$ cat src/rtl/line_scan_pkg.sv
// Shared types, default widths and helpers for the line-scan engine.
package line_scan_pkg;

    localparam int unsigned DATA_W_DEF = 16;
    localparam int unsigned ADDR_W_DEF = 6;

    typedef enum logic [2:0] {
        IDLE,
        READ,
        EVAL,
        WRITE,
        DONE
    } line_scan_state_t;

    // x is a w-bit value sign-extended to 64 bits; the most-negative value saturates.
    function automatic logic [63:0] sat_neg(input logic [63:0] x, input int unsigned w);
        logic [63:0] min_v;
        min_v = ~64'd0 << (w - 1);
        if (x == min_v) begin
            return ~min_v;
        end
        return -x;
    endfunction

endpackage

$ cat src/rtl/line_scan_datapath.sv
// Scan datapath: address pointer, remaining count, previous word and the
// negative/equal counters, stepped by enables from the controller.
module line_scan_datapath
    import line_scan_pkg::*;
#(
    parameter int unsigned DATA_W = DATA_W_DEF,
    parameter int unsigned ADDR_W = ADDR_W_DEF,
    parameter int unsigned CNT_W  = ADDR_W + 1
) (
    input  logic              clk,
    input  logic              rst,
    input  logic [ADDR_W-1:0] base,
    input  logic [CNT_W-1:0]  len,
    input  logic              load,
    input  logic              step,
    input  logic              count,
    input  logic [DATA_W-1:0] rdata,
    output logic [ADDR_W-1:0] ptr,
    output logic [ADDR_W-1:0] ptr_nxt_c,
    output logic              last_c,
    output logic              neg_c,
    output logic [CNT_W-1:0]  neg_cnt,
    output logic [CNT_W-1:0]  eq_cnt
);

    logic [CNT_W-1:0]  rem;
    logic [DATA_W-1:0] prev;
    // first is clear until the first word of a scan has been evaluated
    logic              first;
    logic              eq_c;

    assign ptr_nxt_c = load ? base : (step ? ptr + ADDR_W'(1) : ptr);
    assign last_c    = (rem == CNT_W'(1));
    assign neg_c     = rdata[DATA_W-1];
    assign eq_c      = first && (rdata == prev);

    always_ff @(posedge clk or posedge rst) begin
        if (rst) begin
            ptr     <= '0;
            rem     <= '0;
            prev    <= '0;
            first   <= 1'b0;
            neg_cnt <= '0;
            eq_cnt  <= '0;
        end else begin
            ptr <= ptr_nxt_c;
            if (load) begin
                rem     <= len;
                first   <= 1'b0;
                neg_cnt <= '0;
                eq_cnt  <= '0;
            end else begin
                if (step) begin
                    rem <= rem - CNT_W'(1);
                end
                if (count) begin
                    prev  <= rdata;
                    first <= 1'b1;
                    if (neg_c) begin
                        neg_cnt <= neg_cnt + CNT_W'(1);
                    end
                    if (eq_c) begin
                        eq_cnt <= eq_cnt + CNT_W'(1);
                    end
                end
            end
        end
    end

endmodule

$ cat src/rtl/line_scan_engine.sv
// Line-scan controller: walks len lines from base, counting negative and repeated words.
// Define LINE_SCAN_WRITEBACK_EN to replace negative words in place with their magnitude.
module line_scan_engine
    import line_scan_pkg::*;
#(
    parameter int unsigned DATA_W = DATA_W_DEF,
    parameter int unsigned ADDR_W = ADDR_W_DEF,
    parameter int unsigned CNT_W  = ADDR_W + 1
) (
    input  logic              clk,
    input  logic              rst,
    input  logic              start,
    input  logic [ADDR_W-1:0] base,
    input  logic [CNT_W-1:0]  len,
    output logic              busy,
    output logic              done,
    output logic [CNT_W-1:0]  neg_cnt,
    output logic [CNT_W-1:0]  eq_cnt,
    output logic [ADDR_W-1:0] mem_addr,
    output logic              mem_read,
    input  logic [DATA_W-1:0] mem_rdata,
    output logic              mem_write,
    output logic [DATA_W-1:0] mem_wdata
);

`ifdef LINE_SCAN_WRITEBACK_EN
    localparam bit WB_EN = 1'b1;
`else
    localparam bit WB_EN = 1'b0;
`endif

    line_scan_state_t  state, next_state;
    logic              load, step, count;
    logic              last_c, neg_c;
    logic [ADDR_W-1:0] ptr, ptr_nxt_c, addr_d;

    line_scan_datapath #(
        .DATA_W(DATA_W),
        .ADDR_W(ADDR_W),
        .CNT_W (CNT_W)
    ) u_datapath (
        .clk      (clk),
        .rst      (rst),
        .base     (base),
        .len      (len),
        .load     (load),
        .step     (step),
        .count    (count),
        .rdata    (mem_rdata),
        .ptr      (ptr),
        .ptr_nxt_c(ptr_nxt_c),
        .last_c   (last_c),
        .neg_c    (neg_c),
        .neg_cnt  (neg_cnt),
        .eq_cnt   (eq_cnt)
    );

`ifdef LINE_SCAN_WRITEBACK_EN
    logic [DATA_W-1:0] wdata_d;
`endif

    // Next state plus next values of the registered memory-side outputs
    always_comb begin
        next_state = state;
        load       = 1'b0;
        step       = 1'b0;
        count      = 1'b0;
        addr_d     = mem_addr;
`ifdef LINE_SCAN_WRITEBACK_EN
        wdata_d    = mem_wdata;
`endif
        case (state)
            IDLE: begin
                if (start) begin
                    load       = 1'b1;
                    next_state = (len == CNT_W'(0)) ? DONE : READ;
                end
            end
            READ: next_state = EVAL;
            EVAL: begin
                count = 1'b1;
                if (neg_c && WB_EN) begin
                    next_state = WRITE;
                end else if (last_c) begin
                    next_state = DONE;
                end else begin
                    step       = 1'b1;
                    next_state = READ;
                end
            end
`ifdef LINE_SCAN_WRITEBACK_EN
            WRITE: begin
                if (last_c) begin
                    next_state = DONE;
                end else begin
                    step       = 1'b1;
                    next_state = READ;
                end
            end
`endif
            DONE:    next_state = IDLE;
            default: next_state = IDLE;
        endcase

        if (next_state == READ) begin
            addr_d = ptr_nxt_c;
        end else if (next_state == WRITE) begin
            addr_d = ptr;
        end
`ifdef LINE_SCAN_WRITEBACK_EN
        // Negated from the word being evaluated, which is also what prev latches
        if (next_state == WRITE) begin
            wdata_d = DATA_W'(sat_neg(64'($signed(mem_rdata)), DATA_W));
        end
`endif
    end

    always_ff @(posedge clk or posedge rst) begin
        if (rst) begin
            state    <= IDLE;
            busy     <= 1'b0;
            done     <= 1'b0;
            mem_read <= 1'b0;
            mem_addr <= '0;
        end else begin
            state    <= next_state;
            busy     <= (next_state != IDLE);
            done     <= (next_state == DONE);
            mem_read <= (next_state == READ);
            mem_addr <= addr_d;
        end
    end

`ifdef LINE_SCAN_WRITEBACK_EN
    always_ff @(posedge clk or posedge rst) begin
        if (rst) begin
            mem_write <= 1'b0;
            mem_wdata <= '0;
        end else begin
            mem_write <= (next_state == WRITE);
            mem_wdata <= wdata_d;
        end
    end
`else
    assign mem_write = 1'b0;
    assign mem_wdata = '0;
`endif

endmodule

$ cat config.mk
export PLATFORM = sky130hd
export DESIGN_NAME = line_scan_engine
export DESIGN_NICKNAME = d
export VERILOG_FILES = /design/src/rtl/line_scan_pkg.sv /design/src/rtl/line_scan_datapath.sv /design/src/rtl/line_scan_engine.sv
export SDC_FILE = /design/constraint.sdc
export NUM_CORES = 1
export LEC_CHECK = 0
export ABC_AREA = 1
export CAP_MARGIN = 10
export CORE_MARGIN = 1
export CORE_UTILIZATION = 40
export CTS_CLUSTER_DIAMETER = 40
export CTS_CLUSTER_SIZE = 40
export DETAILED_ROUTE_END_ITERATION = 10
export HOLD_SLACK_MARGIN = 0.1
export PLACE_DENSITY = 0.66
export SLEW_MARGIN = 20
export SYNTH_ARGS = -nofsm -noshare
export SYNTH_HDL_FRONTEND = slang
export SYNTH_HIERARCHICAL = 1
export SYNTH_SLANG_ARGS = --single-unit
$ cat constraint.sdc
create_clock -name clk -period 2.2 [get_ports clk]
set_clock_uncertainty 0.1 [all_clocks]
set_input_delay 0.44 -clock clk [delete_from_list [all_inputs] [get_ports clk]]
set_output_delay 0.44 -clock clk [all_outputs]
set_load 0.005 [all_outputs]
==> After elaboration in Yosys (flattened, before gate mapping) <==
Cells that the tools add are included.
{ "word_totals": {"regBits": 56, "out_inout_bits": 40, "wordCells": 58} }
{ "op_classes": {"n_addsub": 4, "eq_ne": 7, "n_mux": 23, "bitwise_logic": 1, "reduce_logical": 12} }
{ "op_table": {"columns": ["cell", "count"], "rows": [
  ["$mux W7", 8],
  ["$mux W6", 4],
  ["$eq A16 B16 Y1", 1],
  ["$add A7 B1 Y7 const B", 2],
  ["$reduce_bool A2 Y1", 5],
  ["$mux W3", 3],
  ["$pmux W3 S3", 1],
  ["$eq A7 B1 Y1 const B", 1],
  ["$logic_not A7 Y1", 1],
  ["$mux W1", 7],
  ["$sub A7 B1 Y7 const B", 1],
  ["$add A6 B1 Y6 const B", 1],
  ["$eq A3 B1 Y1 const B", 2],
  ["$eq A3 B2 Y1 const B", 2],
  ["$reduce_and A2 Y1", 3],
  ["$eq A3 B3 Y1 const B", 1],
  ["$logic_not A3 Y1", 1],
  ["$reduce_bool A3 Y1", 1],
  ["$logic_and A1 B1 Y1", 1],
  ["$not A1 Y1", 1]
]} }

==> Longest topological paths before layout <==
{ "logic_depth": {"ltp_word": 7, "ltp_mapped": 12} }

==> Cells and area by module <==
Netlist, hierarchy kept.
{ "modules_own_cells": {"columns": ["mod", "instances", "cells_each", "area_per_inst_um2", "seq_area_each_um2"], "rows": [
  ["line_scan_datapath", 1, 350, 2553.7, 1101.1],
  ["line_scan_engine", 1, 80, 673.1, 300.3]
]} }

==> Least setup slack after synthesis <==
Ideal clock, no wire load.
{ "synth_path": {"kind": "register to register", "start": "register u_datapath.rem[4]", "end": "register mem_addr[4]", "arrival_ps": 1753, "required_ps": 1983, "slack_ps": 230, "stages_incl_launch_ff": 12, "n_path_buf": 0, "period_less_slack_ps": 1970, "path_cell_list": "dfrtp_1 or2_2 nor3_1 nand2_1 nor2_1 nor2_2 and3_1 nand2_1 xor2_1 o21ai_0 nand2_1 nand2_1"} }
{ "synth_via": {"elab_chain_cells": 6} }
{ "synth_rtl": {"columns": ["element", "line_no", "source"], "rows": [
  ["start, declared", "line_scan_datapath.sv:26", "logic [CNT_W-1:0] rem;"],
  ["start signal, assigned", "line_scan_datapath.sv:48", "rem <= len;"],
  ["start signal, assigned", "line_scan_datapath.sv:54", "rem <= rem - CNT_W'(1);"],
  ["$eq A7 B1 Y1", "line_scan_datapath.sv:33", "assign last_c = (rem == CNT_W'(1));"],
  ["via last_c", "line_scan_engine.sv:34", "logic last_c, neg_c;"],
  ["$mux W1", "line_scan_engine.sv:84", "end else if (last_c) begin"],
  ["$mux W1", "line_scan_engine.sv:72", "case (state)"],
  ["via step", "line_scan_engine.sv:33", "logic load, step, count;"],
  ["$mux W6 (2 in series)", "line_scan_datapath.sv:32", "assign ptr_nxt_c = load ? base : (step ? ptr + ADDR_W'(1) : ptr);"],
  ["via ptr_nxt_c[4]", "line_scan_engine.sv:35", "logic [ADDR_W-1:0] ptr, ptr_nxt_c, addr_d;"],
  ["$mux W6", "line_scan_engine.sv:105", "if (next_state == READ) begin"],
  ["end signal, assigned", "line_scan_engine.sv:130", "mem_addr <= addr_d;"],
  ["end, declared", "line_scan_engine.sv:19", "output logic [ADDR_W-1:0] mem_addr,"]
]} }
The timed path passes the listed nets, and every way through them passes these cells.
A chain may end at the register's enable or synchronous reset.

==> Worst setup path in the final report <==
Same ends and word-level chain as after synthesis.

==> flow_metrics.tcl <==
set metrics [dict create \
    port_buffers 54 \
    cp_common_cell "nand2_1" \
    cts_tree "built" \
    dieArea_sq_um 8411 \
    worstPathArrival_ns 2.22 \
    drtIter0Drc 116 \
    core_area_sq_um 7767 \
    status "completed" \
    cp_slowest_stage_delay_ns 0.42 \
    totalWireLength_um 6625 \
    drv_slew 0 \
    start_kind "flip-flop" \
    met2_usage_pct 30.26 \
    firstDrtPassIters 4 \
    vias 2710 \
    clock_power_share_pct 31.9 \
    place_hpwl_um 4972 \
    seqPwrFrac_pct 52.0 \
    finalSetupViolations 0 \
    fin_cells 591 \
    powerDensity_nw_per_um2 552.3 \
    numCtsBuffers 5 \
    io_pins 72 \
    path_cells "or2_4 > nor3_4 > nand2_1 > nor2_4 > nor2_4 > and3_1 > nand2_1 > xor2_1 > o21ai_0 > nand2_1 > nand2_1" \
    drc 0 \
    clkSinkCount 56 \
    switching_share_pct 26.18 \
    hp-class "primary input to async pin" \
    fmax_mhz 475.1 \
    wl_per_cell_um 11.21 \
    cts_buffer_depth 2 \
    final_cell_area_sq_um 3979 \
    drive_gt1_share_pct 8.793 \
    regArea_sq_um 1401 \
    die_width_um 91.71 \
    track_usage_pct 16.84 \
    syn2layout_area_growth_pct 23.59 \
    required_ns 2.31 \
    period_needed_ns 2.105 \
    cts_root_buf "clkbuf_8" \
    fp.dieH_um 91.71 \
    num-nets-final 525 \
    placed_cells 582 \
    p_leak_nw 2.051 \
    critPathCaptureType "flip-flop" \
    htree_levels 2 \
    avgSynthCellArea_sq_um 7.504 \
    busiest_layer "met2" \
    use_met3_pct 3.151 \
    start_util_pct 41.45 \
    syn_inst 429 \
    clkTransAtPathRegs_ns 0.10 \
    crit_fanout 9 \
    dp_slack_ns -0.01776 \
    internal_power_w 0.001622 \
    grt_pass1_vias 2570 \
    num-fill-cells 755 \
    critical_path_class "flip-flop to flip-flop" \
    multi_input_area_sq_um 1515 \
    dpl_cell_area_sq_um 3829 \
    hold_buffers 0 \
    syn_area_sq_um 3219 \
    gr-total-overflow 0 \
    pwr-share-comb_pct 16.1 \
    p_sw_w 0.0005754 \
    grt_max_degree 45 \
    drv_cap 0 \
    ys_warn_count 6 \
    ir_worst_vdd_uv 376.4 \
    grt_pass1_wl_um 11430 \
    final_hold_viol_count 0 \
    core.rowCount 32 \
    viasPerCell 4.585 \
    antenna_found_initial 0 \
    grt.met1_usage_pct 20.19 \
    critPathSlowestCell "dfrtp_1" \
    gp_congestion 0.8120 \
    diodes 0 \
    worst_slack_ns 0.09526 \
    ant_nets 0 \
    fin_crit_sh_pct 95.67 \
    clock_latency_ns 0.32 \
]
## worst max-delay path: cells and delay by family (launching register included)
family,cells,cell delay (ns)
AND/OR/NAND/NOR,9,1.22
flip-flops,1,0.42
XOR/XNOR,1,0.14
AO/OA/AOI/OAI,1,0.11
## sequential cells by signal, summed over array words and instances (netlist names), 3 cells and up
| signal | cells |
|---|---|
| mem_addr | 6 |
| state | 3 |
| u_datapath/eq_cnt | 7 |
| u_datapath/neg_cnt | 7 |
| u_datapath/prev | 16 |
| u_datapath/ptr | 6 |
| u_datapath/rem | 7 |
## metal layers
metal	routed length, um	vias up
li1	-	1409
met1	2991	1242
met2	3299	55
met3	273	4
met4	61	0
met5	0	-
## cell usage in the layout, fill, tap and decap left out, types with 2 or more instances in the layout
cell	instances
a21oi_1	4
buf_4	5
clkbuf_8	5
clkdlybuf4s50_1	54
conb_1	17
dfrtp_1	56
ha_1	5
inv_1	53
inv_2	6
nand2_1	131
nand2_2	4
nand2_4	4
nand3_1	30
nand3_2	2
nor2_1	42
nor2_2	5
nor2_4	3
nor3_1	3
nor3b_1	2
o211ai_1	3
o21ai_0	22
o21ai_1	2
o221ai_1	3
xnor2_1	4
xor2_1	8
## final timing paths
| kind | end | cells past startpoint | startpoint | slack, ns |
|---|---|---|---|---|
| worst max-delay path | mem_addr[4] | 11 | u_datapath/rem[4] | 0.1 |
| worst min-delay path | mem_read | 2 | rst | 0.37 |
| worst max register to register | mem_addr[4] | 11 | u_datapath/rem[4] | 0.1 |
| worst min register to register | mem_addr[1] | 2 | mem_addr[1] | 0.42 |
| max in group asynchronous | state[1] | 2 | rst | 1.33 |
| min in group clk | mem_addr[1] | 2 | mem_addr[1] | 0.42 |
## power groups by stage
stage	clock, W	sequential [W]	combinational (W)
4_1_cts	0.000717	0.00114	0.000359
3_3_place_gp	0	0.00116	0.000352
5_1_grt	0.000747	0.00115	0.000398
2_1_floorplan	0	0.00115	0.000192
6_report	0.000701	0.00114	0.000355
3_5_place_dp	0	0.00116	0.000358
## through the flow
step | TNS, ns | utilization (%) | power, W | hold slack, ns
6_report | 0 | 51.22 | 0.002198 | 0.3657
5_1_grt | -0.01211 | 51.22 | 0.002299 | 0.4190
4_1_cts | 0 | 50.76 | 0.002221 | 0.3738
3_5_place_dp | -0.01776 | 49.29 | 0.001522 | 0.3955
3_3_place_gp | 0 | 49.29 | 0.001516 | 0.3971
2_1_floorplan | 0 | - | 0.001344 | 0.2047
## layout make-up
type / count / share of cell area [%]
multi-input cells: 305 / 38.08
well taps: 102 / 3.208
repair buffers: 60 / 15.03
clock inverters: 2 / 0.9748
inverters: 60 / 5.660
clock buffers: 6 / 1.824
flip-flops and latches: 56 / 35.22
## what timing repair did
| action | CTS | global route |
|---|---|---|
| buffers inserted | 0 | 1 |
| gates resized for setup | 1 | 6 |
| endpoints found under the setup margin | 3 | 13 |
| gates cloned | 0 | 0 |
| pin swaps | 0 | 3 |
Note: power is estimated with default switching activity, not from simulation.
